`src/rtl/alu_sequencer_if.sv`:
```
// Bundle between decoder, sequencer, ALU and register-file write port.
// The slave modport is the sequencer's view; master is the surroundings.
interface alu_sequencer_if;
    logic        dec_valid;
    logic        dec_ready;
    logic        dec_invalid;
    logic [2:0]  dec_op;
    logic        dec_form;
    logic [1:0]  dec_vec;
    logic        dec_const_c;
    logic [31:0] dec_constant;
    logic [3:0]  dec_zero_reg;
    logic [3:0]  dec_a_sel;
    logic [3:0]  dec_b_sel;
    logic [3:0]  dec_c_sel;
    logic [3:0]  dec_d_sel;
    logic [3:0]  dec_y1_sel;
    logic [3:0]  dec_y2_sel;
    logic [1:0]  dec_write;

    logic        alu_start;
    logic [2:0]  alu_op;
    logic        alu_form;
    logic [1:0]  alu_vec;
    logic        alu_const_c;
    logic [31:0] alu_constant;
    logic [3:0]  alu_zero_reg;
    logic [3:0]  alu_a_sel;
    logic [3:0]  alu_b_sel;
    logic [3:0]  alu_c_sel;
    logic [3:0]  alu_d_sel;
    logic [31:0] alu_y1;
    logic [31:0] alu_y2;

    logic        rf_we;
    logic [3:0]  rf_waddr;
    logic [31:0] rf_wdata;
    logic        exc_invalid;
    logic        busy;

    modport slave (
        input  dec_valid, dec_invalid, dec_op, dec_form,
        input  dec_vec, dec_const_c, dec_constant, dec_zero_reg,
        input  dec_a_sel, dec_b_sel, dec_c_sel, dec_d_sel,
        input  dec_y1_sel, dec_y2_sel, dec_write,
        input  alu_y1, alu_y2,
        output dec_ready, alu_start, alu_op, alu_form,
        output alu_vec, alu_const_c, alu_constant, alu_zero_reg,
        output alu_a_sel, alu_b_sel, alu_c_sel, alu_d_sel,
        output rf_we, rf_waddr, rf_wdata, exc_invalid, busy
    );

    modport master (
        output dec_valid, dec_invalid, dec_op, dec_form,
        output dec_vec, dec_const_c, dec_constant, dec_zero_reg,
        output dec_a_sel, dec_b_sel, dec_c_sel, dec_d_sel,
        output dec_y1_sel, dec_y2_sel, dec_write,
        output alu_y1, alu_y2,
        input  dec_ready, alu_start, alu_op, alu_form,
        input  alu_vec, alu_const_c, alu_constant, alu_zero_reg,
        input  alu_a_sel, alu_b_sel, alu_c_sel, alu_d_sel,
        input  rf_we, rf_waddr, rf_wdata, exc_invalid, busy
    );
endinterface

```
`src/rtl/alu_sequencer.sv`:
```
// Runs one decoded ALU instruction at a time: hold controls for the ALU
// latency, then serialize up to two writebacks onto one RF write port.
module alu_sequencer #(
    parameter int ALU_LATENCY = 2
) (
    input  logic           clk,
    input  logic           rst,
    alu_sequencer_if.slave bus
);

    typedef enum logic [2:0] {
        S_IDLE,
        S_EXEC,
        S_WB1,
        S_WB2,
        S_TRAP
    } state_t;

    localparam logic [3:0] LAT_M1 = 4'(ALU_LATENCY - 1);

    state_t      r_state;
    logic [3:0]  r_cnt;
    logic [1:0]  r_wr;
    logic [3:0]  r_y1_sel;
    logic [3:0]  r_y2_sel;
    logic [31:0] r_y2;

    logic [2:0]  r_op;
    logic        r_form;
    logic [1:0]  r_vec;
    logic        r_const_c;
    logic [31:0] r_constant;
    logic [3:0]  r_zero_reg;
    logic [3:0]  r_a_sel;
    logic [3:0]  r_b_sel;
    logic [3:0]  r_c_sel;
    logic [3:0]  r_d_sel;

    logic        r_start;
    logic        r_rf_we;
    logic [3:0]  r_rf_waddr;
    logic [31:0] r_rf_wdata;
    logic        r_exc;
    logic        r_busy;

    logic        w_accept;
    logic        w_invalid;
    logic [1:0]  w_wr;

    assign w_accept  = (r_state == S_IDLE) & bus.dec_valid;
    assign w_invalid = bus.dec_invalid | (bus.dec_form & bus.dec_const_c);
    // Register 0 is hardwired, so a write to it is dropped here.
    assign w_wr[0]   = bus.dec_write[0] & (bus.dec_y1_sel != 4'd0);
    assign w_wr[1]   = bus.dec_write[1] & (bus.dec_y2_sel != 4'd0);

    always_ff @(posedge clk or posedge rst) begin
        if (rst) begin
            r_state    <= S_IDLE;
            r_cnt      <= 4'd0;
            r_wr       <= 2'b00;
            r_y1_sel   <= 4'd0;
            r_y2_sel   <= 4'd0;
            r_y2       <= 32'd0;
            r_op       <= 3'd0;
            r_form     <= 1'b0;
            r_vec      <= 2'd0;
            r_const_c  <= 1'b0;
            r_constant <= 32'd0;
            r_zero_reg <= 4'd0;
            r_a_sel    <= 4'd0;
            r_b_sel    <= 4'd0;
            r_c_sel    <= 4'd0;
            r_d_sel    <= 4'd0;
            r_start    <= 1'b0;
            r_rf_we    <= 1'b0;
            r_rf_waddr <= 4'd0;
            r_rf_wdata <= 32'd0;
            r_exc      <= 1'b0;
            r_busy     <= 1'b0;
        end else begin
            unique case (r_state)
                S_IDLE: begin
                    if (w_accept) begin
                        r_op       <= bus.dec_op;
                        r_form     <= bus.dec_form;
                        r_vec      <= bus.dec_vec;
                        r_const_c  <= bus.dec_const_c;
                        r_constant <= bus.dec_constant;
                        r_zero_reg <= bus.dec_zero_reg;
                        r_a_sel    <= bus.dec_a_sel;
                        r_b_sel    <= bus.dec_b_sel;
                        r_c_sel    <= bus.dec_c_sel;
                        r_d_sel    <= bus.dec_d_sel;
                        r_y1_sel   <= bus.dec_y1_sel;
                        r_y2_sel   <= bus.dec_y2_sel;
                        r_wr       <= w_wr;
                        r_busy     <= 1'b1;
                        if (w_invalid) begin
                            r_state <= S_TRAP;
                            r_exc   <= 1'b1;
                        end else begin
                            r_state <= S_EXEC;
                            r_cnt   <= LAT_M1;
                            r_start <= 1'b1;
                        end
                    end
                end
                S_EXEC: begin
                    r_start <= 1'b0;
                    if (r_cnt != 4'd0) begin
                        r_cnt <= r_cnt - 4'd1;
                    end else begin
                        // Y1 goes straight into the write-data register.
                        r_y2 <= bus.alu_y2;
                        if (r_wr[0]) begin
                            r_state    <= S_WB1;
                            r_rf_we    <= 1'b1;
                            r_rf_waddr <= r_y1_sel;
                            r_rf_wdata <= bus.alu_y1;
                        end else if (r_wr[1]) begin
                            r_state    <= S_WB2;
                            r_rf_we    <= 1'b1;
                            r_rf_waddr <= r_y2_sel;
                            r_rf_wdata <= bus.alu_y2;
                        end else begin
                            r_state <= S_IDLE;
                            r_busy  <= 1'b0;
                        end
                    end
                end
                S_WB1: begin
                    if (r_wr[1]) begin
                        r_state    <= S_WB2;
                        r_rf_waddr <= r_y2_sel;
                        r_rf_wdata <= r_y2;
                    end else begin
                        r_state    <= S_IDLE;
                        r_rf_we    <= 1'b0;
                        r_rf_waddr <= 4'd0;
                        r_rf_wdata <= 32'd0;
                        r_busy     <= 1'b0;
                    end
                end
                S_WB2: begin
                    r_state    <= S_IDLE;
                    r_rf_we    <= 1'b0;
                    r_rf_waddr <= 4'd0;
                    r_rf_wdata <= 32'd0;
                    r_busy     <= 1'b0;
                end
                S_TRAP: begin
                    r_state <= S_IDLE;
                    r_exc   <= 1'b0;
                    r_busy  <= 1'b0;
                end
                default: begin
                    r_state <= S_IDLE;
                end
            endcase
        end
    end

    assign bus.dec_ready    = (r_state == S_IDLE) & ~rst;
    assign bus.alu_start    = r_start;
    assign bus.alu_op       = r_op;
    assign bus.alu_form     = r_form;
    assign bus.alu_vec      = r_vec;
    assign bus.alu_const_c  = r_const_c;
    assign bus.alu_constant = r_constant;
    assign bus.alu_zero_reg = r_zero_reg;
    assign bus.alu_a_sel    = r_a_sel;
    assign bus.alu_b_sel    = r_b_sel;
    assign bus.alu_c_sel    = r_c_sel;
    assign bus.alu_d_sel    = r_d_sel;
    assign bus.rf_we        = r_rf_we;
    assign bus.rf_waddr     = r_rf_waddr;
    assign bus.rf_wdata     = r_rf_wdata;
    assign bus.exc_invalid  = r_exc;
    assign bus.busy         = r_busy;

endmodule
```
`src/flat_wrapper.sv`:
```
// flat-port wrapper written by rule: the top's interface ports become plain ports
module alu_sequencer_flat 
#(
    parameter int ALU_LATENCY = 2
)
  (clk, rst, bus_dec_valid, bus_dec_invalid, bus_dec_op, bus_dec_form, bus_dec_vec, bus_dec_const_c, bus_dec_constant, bus_dec_zero_reg, bus_dec_a_sel, bus_dec_b_sel, bus_dec_c_sel, bus_dec_d_sel, bus_dec_y1_sel, bus_dec_y2_sel, bus_dec_write, bus_alu_y1, bus_alu_y2, bus_dec_ready, bus_alu_start, bus_alu_op, bus_alu_form, bus_alu_vec, bus_alu_const_c, bus_alu_constant, bus_alu_zero_reg, bus_alu_a_sel, bus_alu_b_sel, bus_alu_c_sel, bus_alu_d_sel, bus_rf_we, bus_rf_waddr, bus_rf_wdata, bus_exc_invalid, bus_busy);
  alu_sequencer_if bus_i ();
  input  logic clk;
  input  logic rst;
  input wire logic [$bits(bus_i.dec_valid)-1:0] bus_dec_valid;
  input wire logic [$bits(bus_i.dec_invalid)-1:0] bus_dec_invalid;
  input wire logic [$bits(bus_i.dec_op)-1:0] bus_dec_op;
  input wire logic [$bits(bus_i.dec_form)-1:0] bus_dec_form;
  input wire logic [$bits(bus_i.dec_vec)-1:0] bus_dec_vec;
  input wire logic [$bits(bus_i.dec_const_c)-1:0] bus_dec_const_c;
  input wire logic [$bits(bus_i.dec_constant)-1:0] bus_dec_constant;
  input wire logic [$bits(bus_i.dec_zero_reg)-1:0] bus_dec_zero_reg;
  input wire logic [$bits(bus_i.dec_a_sel)-1:0] bus_dec_a_sel;
  input wire logic [$bits(bus_i.dec_b_sel)-1:0] bus_dec_b_sel;
  input wire logic [$bits(bus_i.dec_c_sel)-1:0] bus_dec_c_sel;
  input wire logic [$bits(bus_i.dec_d_sel)-1:0] bus_dec_d_sel;
  input wire logic [$bits(bus_i.dec_y1_sel)-1:0] bus_dec_y1_sel;
  input wire logic [$bits(bus_i.dec_y2_sel)-1:0] bus_dec_y2_sel;
  input wire logic [$bits(bus_i.dec_write)-1:0] bus_dec_write;
  input wire logic [$bits(bus_i.alu_y1)-1:0] bus_alu_y1;
  input wire logic [$bits(bus_i.alu_y2)-1:0] bus_alu_y2;
  output wire logic [$bits(bus_i.dec_ready)-1:0] bus_dec_ready;
  output wire logic [$bits(bus_i.alu_start)-1:0] bus_alu_start;
  output wire logic [$bits(bus_i.alu_op)-1:0] bus_alu_op;
  output wire logic [$bits(bus_i.alu_form)-1:0] bus_alu_form;
  output wire logic [$bits(bus_i.alu_vec)-1:0] bus_alu_vec;
  output wire logic [$bits(bus_i.alu_const_c)-1:0] bus_alu_const_c;
  output wire logic [$bits(bus_i.alu_constant)-1:0] bus_alu_constant;
  output wire logic [$bits(bus_i.alu_zero_reg)-1:0] bus_alu_zero_reg;
  output wire logic [$bits(bus_i.alu_a_sel)-1:0] bus_alu_a_sel;
  output wire logic [$bits(bus_i.alu_b_sel)-1:0] bus_alu_b_sel;
  output wire logic [$bits(bus_i.alu_c_sel)-1:0] bus_alu_c_sel;
  output wire logic [$bits(bus_i.alu_d_sel)-1:0] bus_alu_d_sel;
  output wire logic [$bits(bus_i.rf_we)-1:0] bus_rf_we;
  output wire logic [$bits(bus_i.rf_waddr)-1:0] bus_rf_waddr;
  output wire logic [$bits(bus_i.rf_wdata)-1:0] bus_rf_wdata;
  output wire logic [$bits(bus_i.exc_invalid)-1:0] bus_exc_invalid;
  output wire logic [$bits(bus_i.busy)-1:0] bus_busy;
  assign bus_i.dec_valid = bus_dec_valid;
  assign bus_i.dec_invalid = bus_dec_invalid;
  assign bus_i.dec_op = bus_dec_op;
  assign bus_i.dec_form = bus_dec_form;
  assign bus_i.dec_vec = bus_dec_vec;
  assign bus_i.dec_const_c = bus_dec_const_c;
  assign bus_i.dec_constant = bus_dec_constant;
  assign bus_i.dec_zero_reg = bus_dec_zero_reg;
  assign bus_i.dec_a_sel = bus_dec_a_sel;
  assign bus_i.dec_b_sel = bus_dec_b_sel;
  assign bus_i.dec_c_sel = bus_dec_c_sel;
  assign bus_i.dec_d_sel = bus_dec_d_sel;
  assign bus_i.dec_y1_sel = bus_dec_y1_sel;
  assign bus_i.dec_y2_sel = bus_dec_y2_sel;
  assign bus_i.dec_write = bus_dec_write;
  assign bus_i.alu_y1 = bus_alu_y1;
  assign bus_i.alu_y2 = bus_alu_y2;
  assign bus_dec_ready = bus_i.dec_ready;
  assign bus_alu_start = bus_i.alu_start;
  assign bus_alu_op = bus_i.alu_op;
  assign bus_alu_form = bus_i.alu_form;
  assign bus_alu_vec = bus_i.alu_vec;
  assign bus_alu_const_c = bus_i.alu_const_c;
  assign bus_alu_constant = bus_i.alu_constant;
  assign bus_alu_zero_reg = bus_i.alu_zero_reg;
  assign bus_alu_a_sel = bus_i.alu_a_sel;
  assign bus_alu_b_sel = bus_i.alu_b_sel;
  assign bus_alu_c_sel = bus_i.alu_c_sel;
  assign bus_alu_d_sel = bus_i.alu_d_sel;
  assign bus_rf_we = bus_i.rf_we;
  assign bus_rf_waddr = bus_i.rf_waddr;
  assign bus_rf_wdata = bus_i.rf_wdata;
  assign bus_exc_invalid = bus_i.exc_invalid;
  assign bus_busy = bus_i.busy;
  alu_sequencer #(.ALU_LATENCY(ALU_LATENCY)) u_core (.clk(clk), .rst(rst), .bus(bus_i));
endmodule
```
`config.mk`:
```
export PLATFORM = sky130hd
export DESIGN_NAME = alu_sequencer_flat
export DESIGN_NICKNAME = d
export VERILOG_FILES = /design/src/rtl/alu_sequencer_if.sv /design/src/rtl/alu_sequencer.sv /design/src/flat_wrapper.sv
export SDC_FILE = /design/constraint.sdc
export NUM_CORES = 1
export LEC_CHECK = 0
export ABC_AREA = 1
export ABC_CLOCK_PERIOD_IN_PS = 5850
export BUFFER_PORTS_ARGS = -buffer_cell sky130_fd_sc_hd__buf_2
export CAP_MARGIN = 25
export CORE_MARGIN = 2
export CORE_UTILIZATION = 45
export CTS_CLUSTER_DIAMETER = 50
export DETAILED_ROUTE_END_ITERATION = 12
export GPL_TIMING_DRIVEN = 0
export HOLD_SLACK_MARGIN = 0.06
export PLACE_DENSITY_LB_ADDON = 0.2
export SYNTH_ARGS = -nofsm -noshare
export SYNTH_HDL_FRONTEND = slang
export SYNTH_SLANG_ARGS = --single-unit
```
`constraint.sdc`:
```
create_clock -name clk -period 5.85 [get_ports clk]
set_input_delay 1.17 -clock clk [delete_from_list [all_inputs] [get_ports clk]]
set_output_delay 1.17 -clock clk [all_outputs]
set_load 0.01 [all_outputs]
```
== Word-level counts from Yosys, hierarchy flattened ==
Cells that the tools add are included.
Storage, ports and cells
  bits of input ports: 137
  output and inout bits: 100
  register bits: 148
  logic and storage cells: 97
Operators by class
  muxes and demuxes: 36
  $add $sub $neg: 1
  bitwise gates (word level): 8
  reductions and logical operators: 18
  equal/unequal tests: 12
Operators with widths (count)
  $mux W32: 4
  $pmux W32 S3: 1
  $mux W4: 7
  $reduce_bool A4 Y1: 4
  $mux W1: 12
  $mux W3: 4
  $pmux W4 S3: 1
  $reduce_and A4 Y1: 3
  $pmux W3 S3: 1
  $reduce_and A3 Y1: 3
  $ne A2 B2 Y1 const B: 4
  $pmux W4 S2: 1
  $eq A3 B2 Y1 const B: 2
  $ne A2 B1 Y1 const B: 3
  $reduce_and A2 Y1: 3
  $and A1 B1 Y1: 5
  $pmux W1 S2: 2
  $pmux W1 S4: 1
  $reduce_bool A2 Y1: 2
  $sub A4 B1 Y4 const B: 1
  $eq A3 B1 Y1 const B: 1
  $eq A3 B3 Y1 const B: 1
  $logic_not A3 Y1: 1
  $ne A3 B1 Y1 const B: 1
  6 further kinds: 7

== Logic depth before layout (Yosys ltp) ==
Gate-level depths: netlist of run 1.
  depth after elaboration: 5
  gate-level depth with buffers: 10
  depth with buffers taken out: 8

== Least setup slack after synthesis of run 1 ==
OpenSTA, ideal clock, no wires.
  path type: input to output
  start: in rst
  end: out bus_dec_ready
  cell stages on the path: 1
  arrival: 1.339 ns
  path slack: 3.341 ns
  buffers on the path: 0
  data required time: 4.680 ns
  cell sequence: nor2_1
Between the ends
  longest elaborated chain between the ends: 2
Ends and longest elaborated chain
  from (decl): line flat_wrapper.sv:9  | input logic rst;
  $not A1 Y1: line alu_sequencer.sv:163  | assign bus.dec_ready = (r_state == S_IDLE) & ~rst;
  $and A1 B1 Y1: line alu_sequencer.sv:163
  to (decl): line flat_wrapper.sv:27  | output wire logic [$bits(bus_i.dec_ready)-1:0] bus_dec_ready;
No other way between the ends.

== Final worst setup path of run 1 ==
Ends and elaborated chain as after synthesis.

==> results of run 1 <==
-- placed cells by master (no fill, tap or decap), drive strengths merged --
cell type	n
o211ai	36
nor2	16
bufinv	1
o21ai	15
nand3	78
xnor2	1
nand2	436
nand4	2
dfrtp	148
inv	31
clkinvlp	4
ha	2
clkbuf	40
a21oi	4
or2	28
clkinv	4
buf	265
nor3	1
-- logic make-up (layout without fill, tap and decap cells) --
family / Yosys count / in the layout / share of synthesized area, %
flops: 148 / 148 / 54.8
fa+ha+maj: 2 / 2 / 0.370
compound gates: 55 / 55 / 5.40
buf+inv: 76 / 345 / 5.07
xor+xnor: 1 / 1 / 0.130
simple gates: 561 / 561 / 34.3
-- cell type report --
cell class / count / area share [%]
buffer: 48 / 2.71
clock buffer: 20 / 5.20
clock inverter: 12 / 1.38
inverter: 28 / 1.25
multi-input combinational: 619 / 30.9
sequential: 148 / 42.2
tap: 184 / 2.62
timing repair buffer: 237 / 13.8
-- synth_stat cells (all sizes together) --
cell    instances  share of area (%)
clkbuf         20                1.1
buf            28                2.4
nor3            1               0.24
o21ai          15                1.1
nand3          78                6.0
nor2           16                1.0
ha              2               0.37
nand4           2               0.19
a21oi           4               0.30
dfrtp         148                 55
inv            28                1.6
xnor2           1               0.13
or2            28                2.6
nand2         436                 24
o211ai         36                4.0
-- metrics by stage --
stage | setup TNS (ps) | setup slack (ps) | std cells | util [%] | hold slack, ps
global route | 0 | 3040 | 1296 | 60.2 | 488
global placement | -161280 | -1100 | 1263 | 56.0 | 451
finish | 0 | 3150 | 1296 | 60.2 | 466
CTS | 0 | 3150 | 1296 | 60.2 | 469
detailed placement | 0 | 3150 | 1264 | 56.2 | 453
floorplan | 0 | 700 | 843 | - | 442
-- worst max-delay path: cells and delay by family --
family | cells | cell delay [ps]
AND/OR/NAND/NOR | 1 | 90
buffers and inverters | 2 | 270
-- routing by layer --
layer / wire length [um] / GRT usage [%]
met4: 155 / 6.14
met3: 1440 / 6.33
met2: 8510 / 37.8
met1: 8230 / 31.6
met5: 0 / 0
-- worst max-delay path by stage --
| stage | startpoint | endpoint |
|---|---|---|
| 3_3_place_gp | rst | u_core.bus.rf_wdata[10]$_DFFE_PP0P_ |
| 3_5_place_dp | rst | bus_dec_ready |
| 6_report | rst | bus_dec_ready |
| 5_1_grt | u_core.r_state[0]$_DFFE_PP0P_ | bus_dec_ready |
| 4_1_cts | rst | bus_dec_ready |
| 2_1_floorplan | rst | u_core.bus.alu_a_sel[0]$_DFFE_PP0P_ |
-- where the power goes --
part	total [uW]	switching (uW)	leakage, uW	internal (uW)
Combinational	2210	1360	0.00285	844
Clock	1050	438	0.000270	614
Sequential	1810	280	0.00183	1530
Total	5070	2080	0.00495	2990
==> results.md, run 1 <==
- Gr usage total: 23.5%
- # DRC: 0
- Endpoints failing setup: 0
- Dpl hpwl: 13400 um
- Yosys reg bits: 148
- FF-to-FF setup slack: 3990 ps
- Max Cap Viol: 0
- Clock Pin Slew Worst Setup and Hold Paths: 60 ps
- Syn avg cell area: 8.02 um^2
- Period utilization: 46.1%
- Final number of hold-violating endpoints: 0
- Rows: 44
- Worst-margin pin slew: 550 ps
- Register area: 0.00370 mm^2
- Synth Instances: 843
- Area of the multi-input gates: 0.00272 mm^2
- Status: finished clean
- Post-CTS resize count: 0
- Vias per cell: 4.80
- Crit-path max cell delay: 140 ps
- Routed vias: 6219
- End of the worst hold path: u_core.bus.alu_constant[17]$_DFFE_PP0P_
- Critical path arrival: 1530 ps
- CTS Hold Bufs: 0
- CTS tree: built
- Clock Root Buffer: clkbuf_16
- Nets: 1238
- Fill count: 1400
- Syn. warnings: 0
- Reg2Reg Capture Point: u_core.r_y2[4]$_DFFE_PP0P_
- First-pass GRT wire length: 30300 um
- Port buffer count: 236
- Worst r2r src: u_core.r_cnt[0]$_DFFE_PP0P_
- Slowest stage cell on the critical path: buf_2
- DRT iter0 DRCs: 447
- Max IR drop VDD: 0.294 mV
- Hold Path Depth: 2
- Final ANT Viol Nets: 0
- Die width: 127 um
- Worst rel slew slack: 63.4%
- Number of global-route vias before repair: 6084
- Crit start category: input pin
- Yosys cell types: 22
- Routed wire length: 18300 um
- Hold Startpoint: u_core.bus.alu_constant[17]$_DFFE_PP0P_
- Grt ovf: 0
- Crit-path max FO: 2
- Critical Path Sink Type: output pin
- RSZ-0062 raised after global routing: no
- Post-CTS Setup Inserts: 0
- CP most frequent cell: buf_2
- Clk Latency, worst-skew pair: 410 ps
- Starting Density: 46.3%
- Mapped cell area: 0.00676 mm^2
- CP Cell Sequence: buf_2 -> nor2_1 -> buf_2
- CP Class: input pin to output pin
- DIE AREA: 0.0160 mm^2
- DR WL/cell: 14.1 um
- Worst-case clock buffer depth: 2
- Core area: 0.0146 mm^2
- # IOs: 237
- Max Clock Freq: 371 MHz
- CTS buffer count: 17
- Final GP Congestion: 0.822
- PwrDens: 577 mW/mm^2
- Fraction of layout cells with a size suffix above 1: 30.0%
- Leakage power: 0.00495 uW
- R2R cell count: 10
- # diodes: 0
- Final Instance Area: 0.00878 mm^2
- Worst EP required: 4680 ps
- Sequential share of the synthesized area: 54.8%
- Pwr Total: 5070 uW
- Largest net degree at the start of global routing: 98
- Fin crit period: 2700 ps
- Placement Cell Area: 0.00821 mm^2
- Initial antenna violation count: 0
- Syn_nets: 982
- First-pass DRT Iterations: 6
- Fin. max-slew vios: 0
- Die Y: 127 um
- Hold Path Class: flop to flop
- Skew final: 9.08 ps
- Layout overhead on the synthesized area: 29.9%
- CTS Sinks: 148
- H-tree levels: 4
(Power assumes the default switching activity.)
==> inputs of run 2 (changes only) <==
- ABC_AREA: 1 -> 0
- ABC_CLOCK_PERIOD_IN_PS: 5850 -> 2500
- clock period: 5.85 -> 2.5 ns (I/O delays scaled with it)
==> results.md, run 2 <==
- Status: finished clean
- Critical Path Sink Type: flop
- Final number of hold-violating endpoints: 0 (unchanged)
- Syn. warnings: 0 (unchanged)
- Fin crit period: 2180 ps
- Placement Cell Area: 0.00789 mm^2 (-3.9%)
- H-tree levels: 4 (unchanged)
- Max Cap Viol: 0 (unchanged)
- Fraction of layout cells with a size suffix above 1: 35.5% (+5.4 points)
- Yosys reg bits: 148 (unchanged)
- Core area: 0.0139 mm^2 (-4.9%)
- Worst EP required: 2770 ps (-1910 ps)
- CP Class: flop to flop
- Crit-path max FO: 10 (+8)
- RSZ-0062 raised after global routing: no
- Worst-case clock buffer depth: 2 (unchanged)
- Leakage power: 0.00445 uW (-10%)
- Slowest stage cell on the critical path: clkbuf_1
- Hold Path Class: input pin to async pin
- Post-CTS Setup Inserts: 0 (unchanged)
- CP Cell Sequence: inv_1 -> ha_1 -> nor3b_2 -> a41o_1 -> buf_2 -> clkbuf_1 -> a21oi_1
- Worst Path Buf+Inv: 3 (+1)
- Initial antenna violation count: 0 (unchanged)
- Worst-margin pin slew: 859 ps (+310 ps)
- Grt ovf: 0 (unchanged)
- Primary FF master, synth: dfrtp_1
- Commonest cells after routing, fill and taps aside: buf_2 (253), nand2_1 (207), dfrtp_1 (148)
- Mapped cell area: 0.00642 mm^2 (-5.1%)
- Dpl hpwl: 12400 um (-6.9%)
- Area share of the largest cell type after synthesis: 57.7% (+2.9 points)
- First-pass GRT wire length: 26600 um (-12%)
- Net Sw Power: 3990 uW (+92%)
- Worst rel slew slack: 42.6% (-21 points)
- Worst path depth: 7 (+4)
- Comb pwr share: 38.5% (-5.0 points)
- Max Clock Freq: 459 MHz
- # IOs: 237 (unchanged)
- Clock Pin Slew Worst Setup and Hold Paths: 60 ps (about the same)
- Final core occ: 61.2% (+0.96 points)
- Rows: 43 (-2.3%)
- DRT iter0 DRCs: 240 (-46%)
- PwrDens: 1290 mW/mm^2 (+120%)
- Post-synth EDFFs: 0 (unchanged)
- Layout overhead on the synthesized area: 32.3%
- Largest net degree at the start of global routing: 43 (-56%)
- Synth top area cells: dfrtp_1 (58%), nand2_1 (12%), a21oi_1 (6.0%), mux2_2 (5.8%), mux2i_1 (5.8%)
- Yosys top cell by area: dfrtp_1
- CTS tree: built
- DR WL/cell: 15.3 um (+7.8%)
- Sequential share of the synthesized area: 57.7% (+2.9 points)
- Number of global-route vias before repair: 5325 (-12%)
- Top cells by count, synth: nand2_1 (207), dfrtp_1 (148), nor2_1 (81)
- Fin. max-slew vios: 0 (unchanged)
- Clock Root Buffer: clkbuf_16
- Die Y: 123 um (-2.5%)
- Crit start category: flop
- # diodes: 0 (unchanged)
- Routed wire length: 17000 um (-7.4%)
- Vias per cell: 4.86 (+1.2%)
- Clock Power Share: 23.8% (+3.0 points)
- Internal: 6990 uW (+130%)
- Fin Hold WS: 263 ps (-203 ps)
- # DRC: 0 (unchanged)
- Syn_nets: 801 (-18%)
- Yosys cell types: 34 (+55%)
- CTS buffer count: 17 (unchanged)
- Nets: 1059 (-14%)
- Period utilization: 87.1%
- Die width: 123 um (-2.5%)
- Routed vias: 5406 (-13%)
- Sw Share: 36.3% (-4.8 points)
- Final Instance Area: 0.00849 mm^2 (-3.3%)
- Delay-heaviest family, CP: buffers and inverters
- Skew final: 7.15 ps (-1.93 ps)
- Post-CTS resize count: 0 (unchanged)
- CTS Hold Bufs: 0 (unchanged)
- Critical path arrival: 2450 ps (+920 ps)
- Synth Instances: 662 (-21%)
- Top-count cell post-synth: nand2_1
- Setup ws final: 323 ps (-2830 ps)
- Endpoints failing setup: 0 (unchanged)
- First-pass DRT Iterations: 4 (-2)
- Dpl ws: 308 ps (-2850 ps)
- CTS Sinks: 148 (unchanged)
- Port buffer count: 236 (unchanged)
- Ys async rst share: 100% (unchanged)
- Final GP Congestion: 0.759 (-7.6%)
- Crit-path max cell delay: 440 ps (+300 ps)
- Starting Density: 46.2% (-0.12 points)
- R2R cell count: 7 (-3)
- Syn avg cell area: 9.69 um^2 (+21%)
- DIE AREA: 0.0152 mm^2 (-5.0%)
- Gr usage total: 23.0% (-0.44 points)
- Most common cell after layout, fill and taps aside: buf_2
- Clk Latency, worst-skew pair: 420 ps (about the same)
- Reg power frac: 37.7% (+2.0 points)
- Max IR drop VDD: 0.671 mV (+130%)
- Final ANT Viol Nets: 0 (unchanged)
[run 2: changes by cell type in the layout (fill, tap and decap cells not counted), moves of 18 or more]
cell / previous run / this run
nand2_1: 435 / 207
a21oi_1: 4 / 77
mux2_2: 0 / 33
nor2_1: 14 / 81
inv_1: 23 / 5
mux2i_1: 0 / 37
or2_2: 28 / 1
nand3_1: 77 / 2
o211ai_1: 36 / 0
[run 2: kinds of logic after synthesis]
| family | after synthesis | share of synthesized area [%] |
|---|---|---|
| AND/OR/NAND/NOR | 304 | 19.1 |
| flip-flops | 148 | 57.7 |
| AO/OA/AOI/OAI | 92 | 7.72 |
| multiplexers | 70 | 11.6 |
| buffers and inverters | 46 | 3.55 |
| adder cells (fa/ha/maj) | 2 | 0.390 |
[run 2: metal layers]
| layer | part of all wire, % | up-vias | global-route usage (%) | wire, um |
|---|---|---|---|---|
| met1 | 43 | 2499 | 29.6 | 7280 |
| li1 | - | 2685 | - | - |
| met4 | 1.4 | 0 | 7.24 | 236 |
| met3 | 8.9 | 23 | 8.26 | 1520 |
| met5 | 0 | - | 0 | 0 |
| met2 | 47 | 199 | 36.5 | 7940 |
[run 2: layout make-up]
type                       instances  area, um^2
timing repair buffer             239        1240
inverter                           6        26.3
fill                            1259        5390
clock buffer                      23         478
multi-input combinational        468        2480
clock inverter                     9         126
sequential                       148        3700
tap                              180         225
buffer                            40         205
[run 2: worst paths after layout]
check                                                             start                                       to  slack (ps)
worst max-delay path                        u_core.r_cnt[0]$_DFFE_PP0P_      u_core.bus.rf_wdata[24]$_DFFE_PP0P_         320
worst max register to register              u_core.r_cnt[0]$_DFFE_PP0P_      u_core.bus.rf_wdata[24]$_DFFE_PP0P_         320
max in group asynchronous                                           rst  u_core.bus.alu_constant[10]$_DFFE_PP0P_        1570
worst min-delay path                                                rst              u_core.r_y2[25]$_DFFE_PP0P_         260
min in group clk                                   bus_dec_constant[29]  u_core.bus.alu_constant[29]$_DFFE_PP0P_         260
worst min register to register  u_core.bus.alu_constant[28]$_DFFE_PP0P_  u_core.bus.alu_constant[28]$_DFFE_PP0P_         470
[run 2: power groups by stage]
stage                     Clock (uW)  Sequential [uW]  Combinational (uW)
final                           2610             4140                4230
after global routing            2760             4290                4750
after CTS                       2650             4140                4290
after detailed placement           0             4150                4290
after global placement             0             4140                4180
after floorplan                    0             4450                2400
[run 2: metrics by stage]
stage	std cells	total power, uW	setup TNS (ps)
6_report	1113	11000	0
5_1_grt	1113	11800	0
4_1_cts	1113	11100	0
3_5_place_dp	1081	8440	0
3_3_place_gp	1078	8320	-130440
2_1_floorplan	662	6840	0
[run 2: worst register-to-register path, delay by kind of cell (launching register included)]
kind | cells | cell delay [ps]
fa+ha+maj | 1 | 170
flops | 1 | 370
compound gates | 2 | 380
buf+inv | 3 | 770
simple gates | 1 | 350
